## config.mk

```make
export PLATFORM = sky130hd
export DESIGN_NAME = pl_pc_gen_flat
export DESIGN_NICKNAME = d
export VERILOG_FILES = /design/src/rtl/pl_pc_gen_if.sv /design/src/rtl/pl_pc_gen.sv /design/src/flat_wrapper.sv
export SDC_FILE = /design/constraint.sdc
export NUM_CORES = 1
export LEC_CHECK = 0
export BUFFER_PORTS_ARGS = -buffer_cell sky130_fd_sc_hd__buf_2
export CAP_MARGIN = 20
export CORE_ASPECT_RATIO = 0.7
export CORE_MARGIN = 2
export CORE_UTILIZATION = 41
export CTS_CLUSTER_DIAMETER = 200
export DETAILED_ROUTE_END_ITERATION = 7
export GPL_TIMING_DRIVEN = 0
export PLACE_DENSITY_LB_ADDON = 0.3
export REMOVE_ABC_BUFFERS = 1
export SLEW_MARGIN = 0
export SYNTH_ARGS = -nofsm -noshare
export SYNTH_HDL_FRONTEND = slang
export SYNTH_SLANG_ARGS = --single-unit
```

## constraint.sdc

```tcl
create_clock -name clk -period 2.65 [get_ports clk]
set_clock_uncertainty 0.1 [all_clocks]
set_input_delay 0.6625 -clock clk [delete_from_list [all_inputs] [get_ports clk]]
set_output_delay 0.6625 -clock clk [all_outputs]
set_load 0.05 [all_outputs]
```

## src/rtl/pl_pc_gen_if.sv

```systemverilog
// Bundles the pl_pc_gen control inputs, redirect targets and fetch/trap outputs.
// master drives the control and target inputs; slave is the PC generator.
interface pl_pc_gen_if;
  logic        halt;
  logic        dbg_imem_we;
  logic        wpcir;
  logic [1:0]  pcsrc;
  logic [31:0] bpc;
  logic [31:0] jpc;
  logic [31:0] jalrpc;
  logic        irq;
  logic        irq_en;
  logic        mret;
  logic [31:0] mepc_in;
  logic [31:0] pc;
  logic [31:0] pc4;
  logic [31:0] epc;
  logic        irq_taken;
  logic        flush_if;
  logic        in_handler;

  modport master (
    output halt, dbg_imem_we, wpcir, pcsrc, bpc, jpc, jalrpc,
           irq, irq_en, mret, mepc_in,
    input  pc, pc4, epc, irq_taken, flush_if, in_handler
  );

  modport slave (
    input  halt, dbg_imem_we, wpcir, pcsrc, bpc, jpc, jalrpc,
           irq, irq_en, mret, mepc_in,
    output pc, pc4, epc, irq_taken, flush_if, in_handler
  );
endinterface

```

## src/rtl/pl_pc_gen.sv

```systemverilog
// Fetch PC generator: next-PC select, load-use stall, interrupt take and MRET return.
// Redirects show up on pc one edge after the deciding cycle; halt/debug writes freeze everything.
module pl_pc_gen #(
  parameter logic [31:0] RESET_PC = 32'h0000_0000,
  parameter logic [31:0] TRAP_VEC = 32'h0000_0008
) (
  input  logic        clk,
  input  logic        rst,
  pl_pc_gen_if.slave  bus
);

  typedef enum logic [1:0] {
    RUN     = 2'b00,
    PENDING = 2'b01,
    HANDLER = 2'b10
  } state_e;

  state_e      state_q, state_d;
  logic [31:0] pc_q, pc_d;
  logic [31:0] epc_q, epc_d;
  logic [31:0] pc4;
  logic [31:0] npc;
  logic        hold;
  logic        irq_req;
  logic        take;
  logic        do_mret;

  assign pc4  = pc_q + 32'd4;
  assign hold = bus.halt | bus.dbg_imem_we;

  always_comb begin
    npc = pc4;
    unique case (bus.pcsrc)
      2'b00: npc = pc4;
      2'b01: npc = bus.bpc    & 32'hFFFF_FFFC;
      2'b10: npc = bus.jpc    & 32'hFFFF_FFFC;
      2'b11: npc = bus.jalrpc & 32'hFFFF_FFFC;
      default: npc = pc4;
    endcase
  end

  // Request is only visible outside the handler; mret only inside it, so the two never overlap.
  assign irq_req = bus.irq & bus.irq_en & ((state_q == RUN) || (state_q == PENDING));
  assign do_mret = ~rst & ~hold & bus.mret & (state_q == HANDLER);
  assign take    = ~rst & ~hold & irq_req & bus.wpcir;

  always_comb begin
    state_d = state_q;
    pc_d    = pc_q;
    epc_d   = epc_q;
    if (!hold) begin
      unique case (state_q)
        RUN, PENDING: begin
          if (take) begin
            state_d = HANDLER;
            pc_d    = TRAP_VEC;
            epc_d   = npc;
          end else begin
            state_d = irq_req ? PENDING : RUN;
            if (bus.wpcir) pc_d = npc;
          end
        end
        HANDLER: begin
          if (do_mret) begin
            state_d = RUN;
            pc_d    = bus.mepc_in & 32'hFFFF_FFFC;
          end else if (bus.wpcir) begin
            pc_d = npc;
          end
        end
        default: state_d = RUN;
      endcase
    end
  end

  always_ff @(posedge clk) begin
    if (rst) begin
      state_q <= RUN;
      pc_q    <= RESET_PC;
      epc_q   <= 32'h0;
    end else begin
      state_q <= state_d;
      pc_q    <= pc_d;
      epc_q   <= epc_d;
    end
  end

  assign bus.pc         = pc_q;
  assign bus.pc4        = pc4;
  assign bus.epc        = epc_q;
  assign bus.irq_taken  = take;
  assign bus.flush_if   = take | do_mret;
  assign bus.in_handler = (state_q == HANDLER);

endmodule

```

## src/flat_wrapper.sv

```systemverilog
// flat-port wrapper written by rule: the top's interface ports become plain ports
module pl_pc_gen_flat 
#(
  parameter logic [31:0] RESET_PC = 32'h0000_0000,
  parameter logic [31:0] TRAP_VEC = 32'h0000_0008
)
  (clk, rst, bus_halt, bus_dbg_imem_we, bus_wpcir, bus_pcsrc, bus_bpc, bus_jpc, bus_jalrpc, bus_irq, bus_irq_en, bus_mret, bus_mepc_in, bus_pc, bus_pc4, bus_epc, bus_irq_taken, bus_flush_if, bus_in_handler);
  pl_pc_gen_if bus_i ();
  input  logic clk;
  input  logic rst;
  input wire logic [$bits(bus_i.halt)-1:0] bus_halt;
  input wire logic [$bits(bus_i.dbg_imem_we)-1:0] bus_dbg_imem_we;
  input wire logic [$bits(bus_i.wpcir)-1:0] bus_wpcir;
  input wire logic [$bits(bus_i.pcsrc)-1:0] bus_pcsrc;
  input wire logic [$bits(bus_i.bpc)-1:0] bus_bpc;
  input wire logic [$bits(bus_i.jpc)-1:0] bus_jpc;
  input wire logic [$bits(bus_i.jalrpc)-1:0] bus_jalrpc;
  input wire logic [$bits(bus_i.irq)-1:0] bus_irq;
  input wire logic [$bits(bus_i.irq_en)-1:0] bus_irq_en;
  input wire logic [$bits(bus_i.mret)-1:0] bus_mret;
  input wire logic [$bits(bus_i.mepc_in)-1:0] bus_mepc_in;
  output wire logic [$bits(bus_i.pc)-1:0] bus_pc;
  output wire logic [$bits(bus_i.pc4)-1:0] bus_pc4;
  output wire logic [$bits(bus_i.epc)-1:0] bus_epc;
  output wire logic [$bits(bus_i.irq_taken)-1:0] bus_irq_taken;
  output wire logic [$bits(bus_i.flush_if)-1:0] bus_flush_if;
  output wire logic [$bits(bus_i.in_handler)-1:0] bus_in_handler;
  assign bus_i.halt = bus_halt;
  assign bus_i.dbg_imem_we = bus_dbg_imem_we;
  assign bus_i.wpcir = bus_wpcir;
  assign bus_i.pcsrc = bus_pcsrc;
  assign bus_i.bpc = bus_bpc;
  assign bus_i.jpc = bus_jpc;
  assign bus_i.jalrpc = bus_jalrpc;
  assign bus_i.irq = bus_irq;
  assign bus_i.irq_en = bus_irq_en;
  assign bus_i.mret = bus_mret;
  assign bus_i.mepc_in = bus_mepc_in;
  assign bus_pc = bus_i.pc;
  assign bus_pc4 = bus_i.pc4;
  assign bus_epc = bus_i.epc;
  assign bus_irq_taken = bus_i.irq_taken;
  assign bus_flush_if = bus_i.flush_if;
  assign bus_in_handler = bus_i.in_handler;
  pl_pc_gen #(.RESET_PC(RESET_PC), .TRAP_VEC(TRAP_VEC)) u_core (.clk(clk), .rst(rst), .bus(bus_i));
endmodule
```

==> results by group <==
CTS
  – CTS Hold Buffers Added: 0
  – Maximum buffer depth of the clock tree: 2
  – Number of sinks driven by the clock tree: 66
  – TritonCTS clock tree: built
  – Clock Latency Late Sink: 0.33 ns
  – Clock slew seen by the registers of the worst setup and hold paths: 0.05 ns
  – # H-tree levels: 3
  – Clock buffers created by TritonCTS: 9
  – Root cell of the clock tree: clkbuf_16

Layout
  – Ant diodes: 0
  – Proportion of layout cells with a drive suffix above 1: 50.50%
  – Area added between synthesis and finish: 54.88%
  – Final std cell area, no fill: 0.006893 mm^2
  – Filler Cell Count: 869
  – Sequential standard cell area: 0.001374 mm^2
  – Post-layout nets: 931
  – Multi-input combinational cell area: 0.003232 mm^2

Flow run
  – Number of maximum-capacitance violations: 0

GRT
  – Pin count of the biggest net entering global routing: 43
  – Number of antenna violations at the first check in global routing: 0
  – First-pass GRT wire length: 27.77 mm
  – Most Used Layer, Global Route: met2
  – GR met2 Demand/Resource: 48.58%
  – Number of global-route vias before repair: 5328
  – Congestion Overflow GR: 0
  – Met3 routing resource usage after global routing: 8.898%
  – Met1 routing resource usage after global routing: 39.85%
  – Total track usage: 30.74%

Floorplanning
  – Die Footprint: 0.01172 mm^2
  – Die extent in y: 91.17 um
  – Ports: 237
  – Width of the die: 128.5 um
  – Row cnt: 31
  – Effective utilization at floorplan: 42.50%
  – Floorplan Core Area: 0.01047 mm^2

Worst setup path
  – Endpoint type of the worst setup path: output port
  – Largest stage delay on the critical path: 0.59 ns
  – Critical path data required time: 1.89 ns
  – Startpoint class of the critical path: flip-flop
  – Buffering stage count on the worst path with inverters included: 1
  – Delay-heaviest family, CP: simple AND/OR/NAND/NOR gates
  – Cell Chain, Critical Path: ha_4 -> nand3_4 -> or4_4 -> nor4_4 -> xor2_1 -> buf_4
  – CP Data Arrival Time: 2.39 ns
  – Crit path max-delay cell type: or4_4
  – Worst reg2reg setup slack: 0.07 ns
  – Critical path fanouts, max: 4
  – CP Class: flip-flop to output port

Synth
  – Simple-gate share of the synthesized area: 22.07%
  – Share of synthesized area spent on multiplexers: 12.82%
  – Number of warnings printed during yosys synthesis: 0
  – Top-area cell type share of the netlist area: 29.69%
  – Synth Area in Compound Gates: 23.95%
  – Largest family of logic cells by synthesized area: compound AO/OA/AOI/OAI gates
  – Proportion of synthesized flip-flops having asynchronous set or reset: 0%
  – Top cells by area in the synthesized netlist: dfxtp_1, mux4_2, o21ai_0, nor2_1, nand2_1
  – Post-synth cell types: 70
  – Combined area of all synthesized cells: 0.004451 mm^2
  – Number of standard cells after synthesis: 549
  – Part of the Yosys area used for sequential elements: 29.69%
  – Seq cells post-synth: 66
  – Xor-xnor portion of the synthesized cell area: 5.117%
  – Top cell type by total area after synthesis: dfxtp_1
  – Number of enable flip-flop cells after synthesis: 0
  – Leading post-synthesis cells by instance count: dfxtp_1, nor2_1, nand2_1, o21ai_0, clkbuf_1
  – Synth Area per Inst: 8.107 um^2
  – Most common cell in the synthesized netlist: dfxtp_1
  – Adder-Cell Fraction of Synth Area: 0.2811%
  – Most used DFF post-synth: dfxtp_1

STA
  – Rel. slew slack: 41.03%
  – Transition at the pin with the smallest max-transition slack: 0.8836 ns
  – Final Hold Viols: 0
  – Clock period minus worst slack: 3.149 ns
  – Number of endpoints failing setup at the final stage: 17
  – Worst-case setup margin in the final layout: -0.4990 ns
  – Final-layout worst hold slack: 0.3461 ns
  – Final critical-path share of the clock period: 118.8%
  – Slew Viols, Final: 0
  – Max Fclk: 317.6 MHz
  – Unrepaired setup endpoints after global routing: yes

Place
  – Post-place instance area: 0.005612 mm^2
  – Final GP Congestion: 0.8493
  – Number of buffers inserted by port buffering: 228
  – Half-perimeter wire length after placement: 12.45 mm

Route
  – Antenna Violating Nets Remaining: 0
  – Detailed-route DRC error count: 0
  – Via density per instance: 6.045
  – First drt pass iteration count: 8
  – First DRT Iteration DRCs: 545
  – Total detailed-routing wirelength: 19.08 mm
  – Total number of vias: 5610
  – Average routed wire per standard cell: 20.56 um

Power
  – Peak VDD IR: 319.8 uV
  – Pwr/cell area: 439.6 mW/mm^2
  – Leakage power: 0.003317 uW

Outcome
  – Violations in the final reports: negative setup slack
  – Result of the run: complete, but fails checks

Hold path
  – Path category of the worst min-delay check: flip-flop to flip-flop
==> cell usage in the layout (no fill, tap or decap), types with 5 or more instances in the layout <==
cell       netlist  routed
buf_2            6     198
buf_4            2      60
nor2_1          51      49
dfxtp_1         66      46
nand2_1         47      45
o21ai_0         45      44
a21oi_1         35      34
a22oi_1         21      21
buf_6            1      21
mux4_2          16      16
xor2_1          16      12
inv_1           12      12
mux2i_1         12      12
dfxtp_4          0      11
nor3_4           0      10
clkbuf_16        0      10
nor3_1          20       9
dfxtp_2          0       9
nand3_1         11       8
a31oi_1          8       8
mux2_2           8       8
a211oi_1         8       8
and2_1           7       7
nand4_1          7       7
nor2b_1          8       7
a222oi_1         6       6
xnor2_1         10       5
o21ai_1          6       5
==> cell families after synthesis <==
group | count (synthesis)
adder cells (fa/ha/maj) | 1
multiplexers | 36
AO/OA/AOI/OAI | 165
XOR/XNOR | 26
buffers and inverters | 66
flip-flops | 66
AND/OR/NAND/NOR | 189
==> final timing paths <==
| check | start | to | cells after the start |
|---|---|---|---|
| worst max-delay path | u_core.bus.pc[3]$_SDFFE_PP0P_ | bus_pc4[30] | 6 |
| worst min-delay path | u_core.bus.epc[26]$_SDFFE_PP0P_ | u_core.bus.epc[26]$_SDFFE_PP0P_ | 2 |
| worst max register to register | u_core.bus.pc[3]$_SDFFE_PP0P_ | u_core.bus.pc[21]$_SDFFE_PP0P_ | 10 |
| worst min register to register | u_core.bus.epc[26]$_SDFFE_PP0P_ | u_core.bus.epc[26]$_SDFFE_PP0P_ | 2 |
==> layout make-up <==
class / count / area share [%]
multi-input combinational: 417 / 46.89
timing repair buffer: 286 / 25.98
sequential: 66 / 19.93
clock buffer: 12 / 3.576
tap: 132 / 2.396
inverter: 12 / 0.6535
clock inverter: 3 / 0.5809
==> metal layers <==
layer  routed length [um]  share of wire [%]
met1                 7632                 40
met2                 8862                 46
met3                 2157                 11
met4                  425                2.2
met5                    0                  0
==> timing repair <==
item | CTS | global route
setup endpoints to repair | 69 | 38
resized for setup | 105 | 48
pin swaps | 26 | 21
buffers inserted | 38 | 18
==> flip-flops by register name, indices dropped and copies added (netlist names) <==
signal,cells
u_core.bus.pc,32
u_core.state_q,2
u_core.bus.epc,32
==> per-stage QoR <==
step	setup WS [ns]	std cells	utilization (%)	total power (uW)	TNS, ns
6_report	-0.4990	928	65.82	3030	-5.401
5_1_grt	-0.5643	928	65.82	3129	-6.440
4_1_cts	-0.5000	911	62.81	3011	-5.066
3_5_place_dp	-1.032	858	53.58	1788	-37.09
3_3_place_gp	-2.000	855	52.82	1770	-68.36
2_1_floorplan	-1.267	495	-	1514	-33.58
==> worst register-to-register path, cell delays in order (launching register included) <==
cell      delay [ns]
dfxtp_4         0.38
buf_4           0.11
nand4_1         0.10
buf_6           0.15
or4_4           0.48
buf_6           0.17
buf_4           0.13
buf_4           0.15
a311o_1         0.33
a222oi_1        0.28
nor3_1          0.09
==> power breakdown <==
| part | leakage (uW) | internal, uW | switching, uW |
|---|---|---|---|
| registers | 0.000547 | 1020 | 53.2 |
| logic | 0.00263 | 294 | 482 |
| clock network | 0.000142 | 746 | 434 |
| total | 0.00332 | 2060 | 969 |
Power figures use the tool's default switching activity.
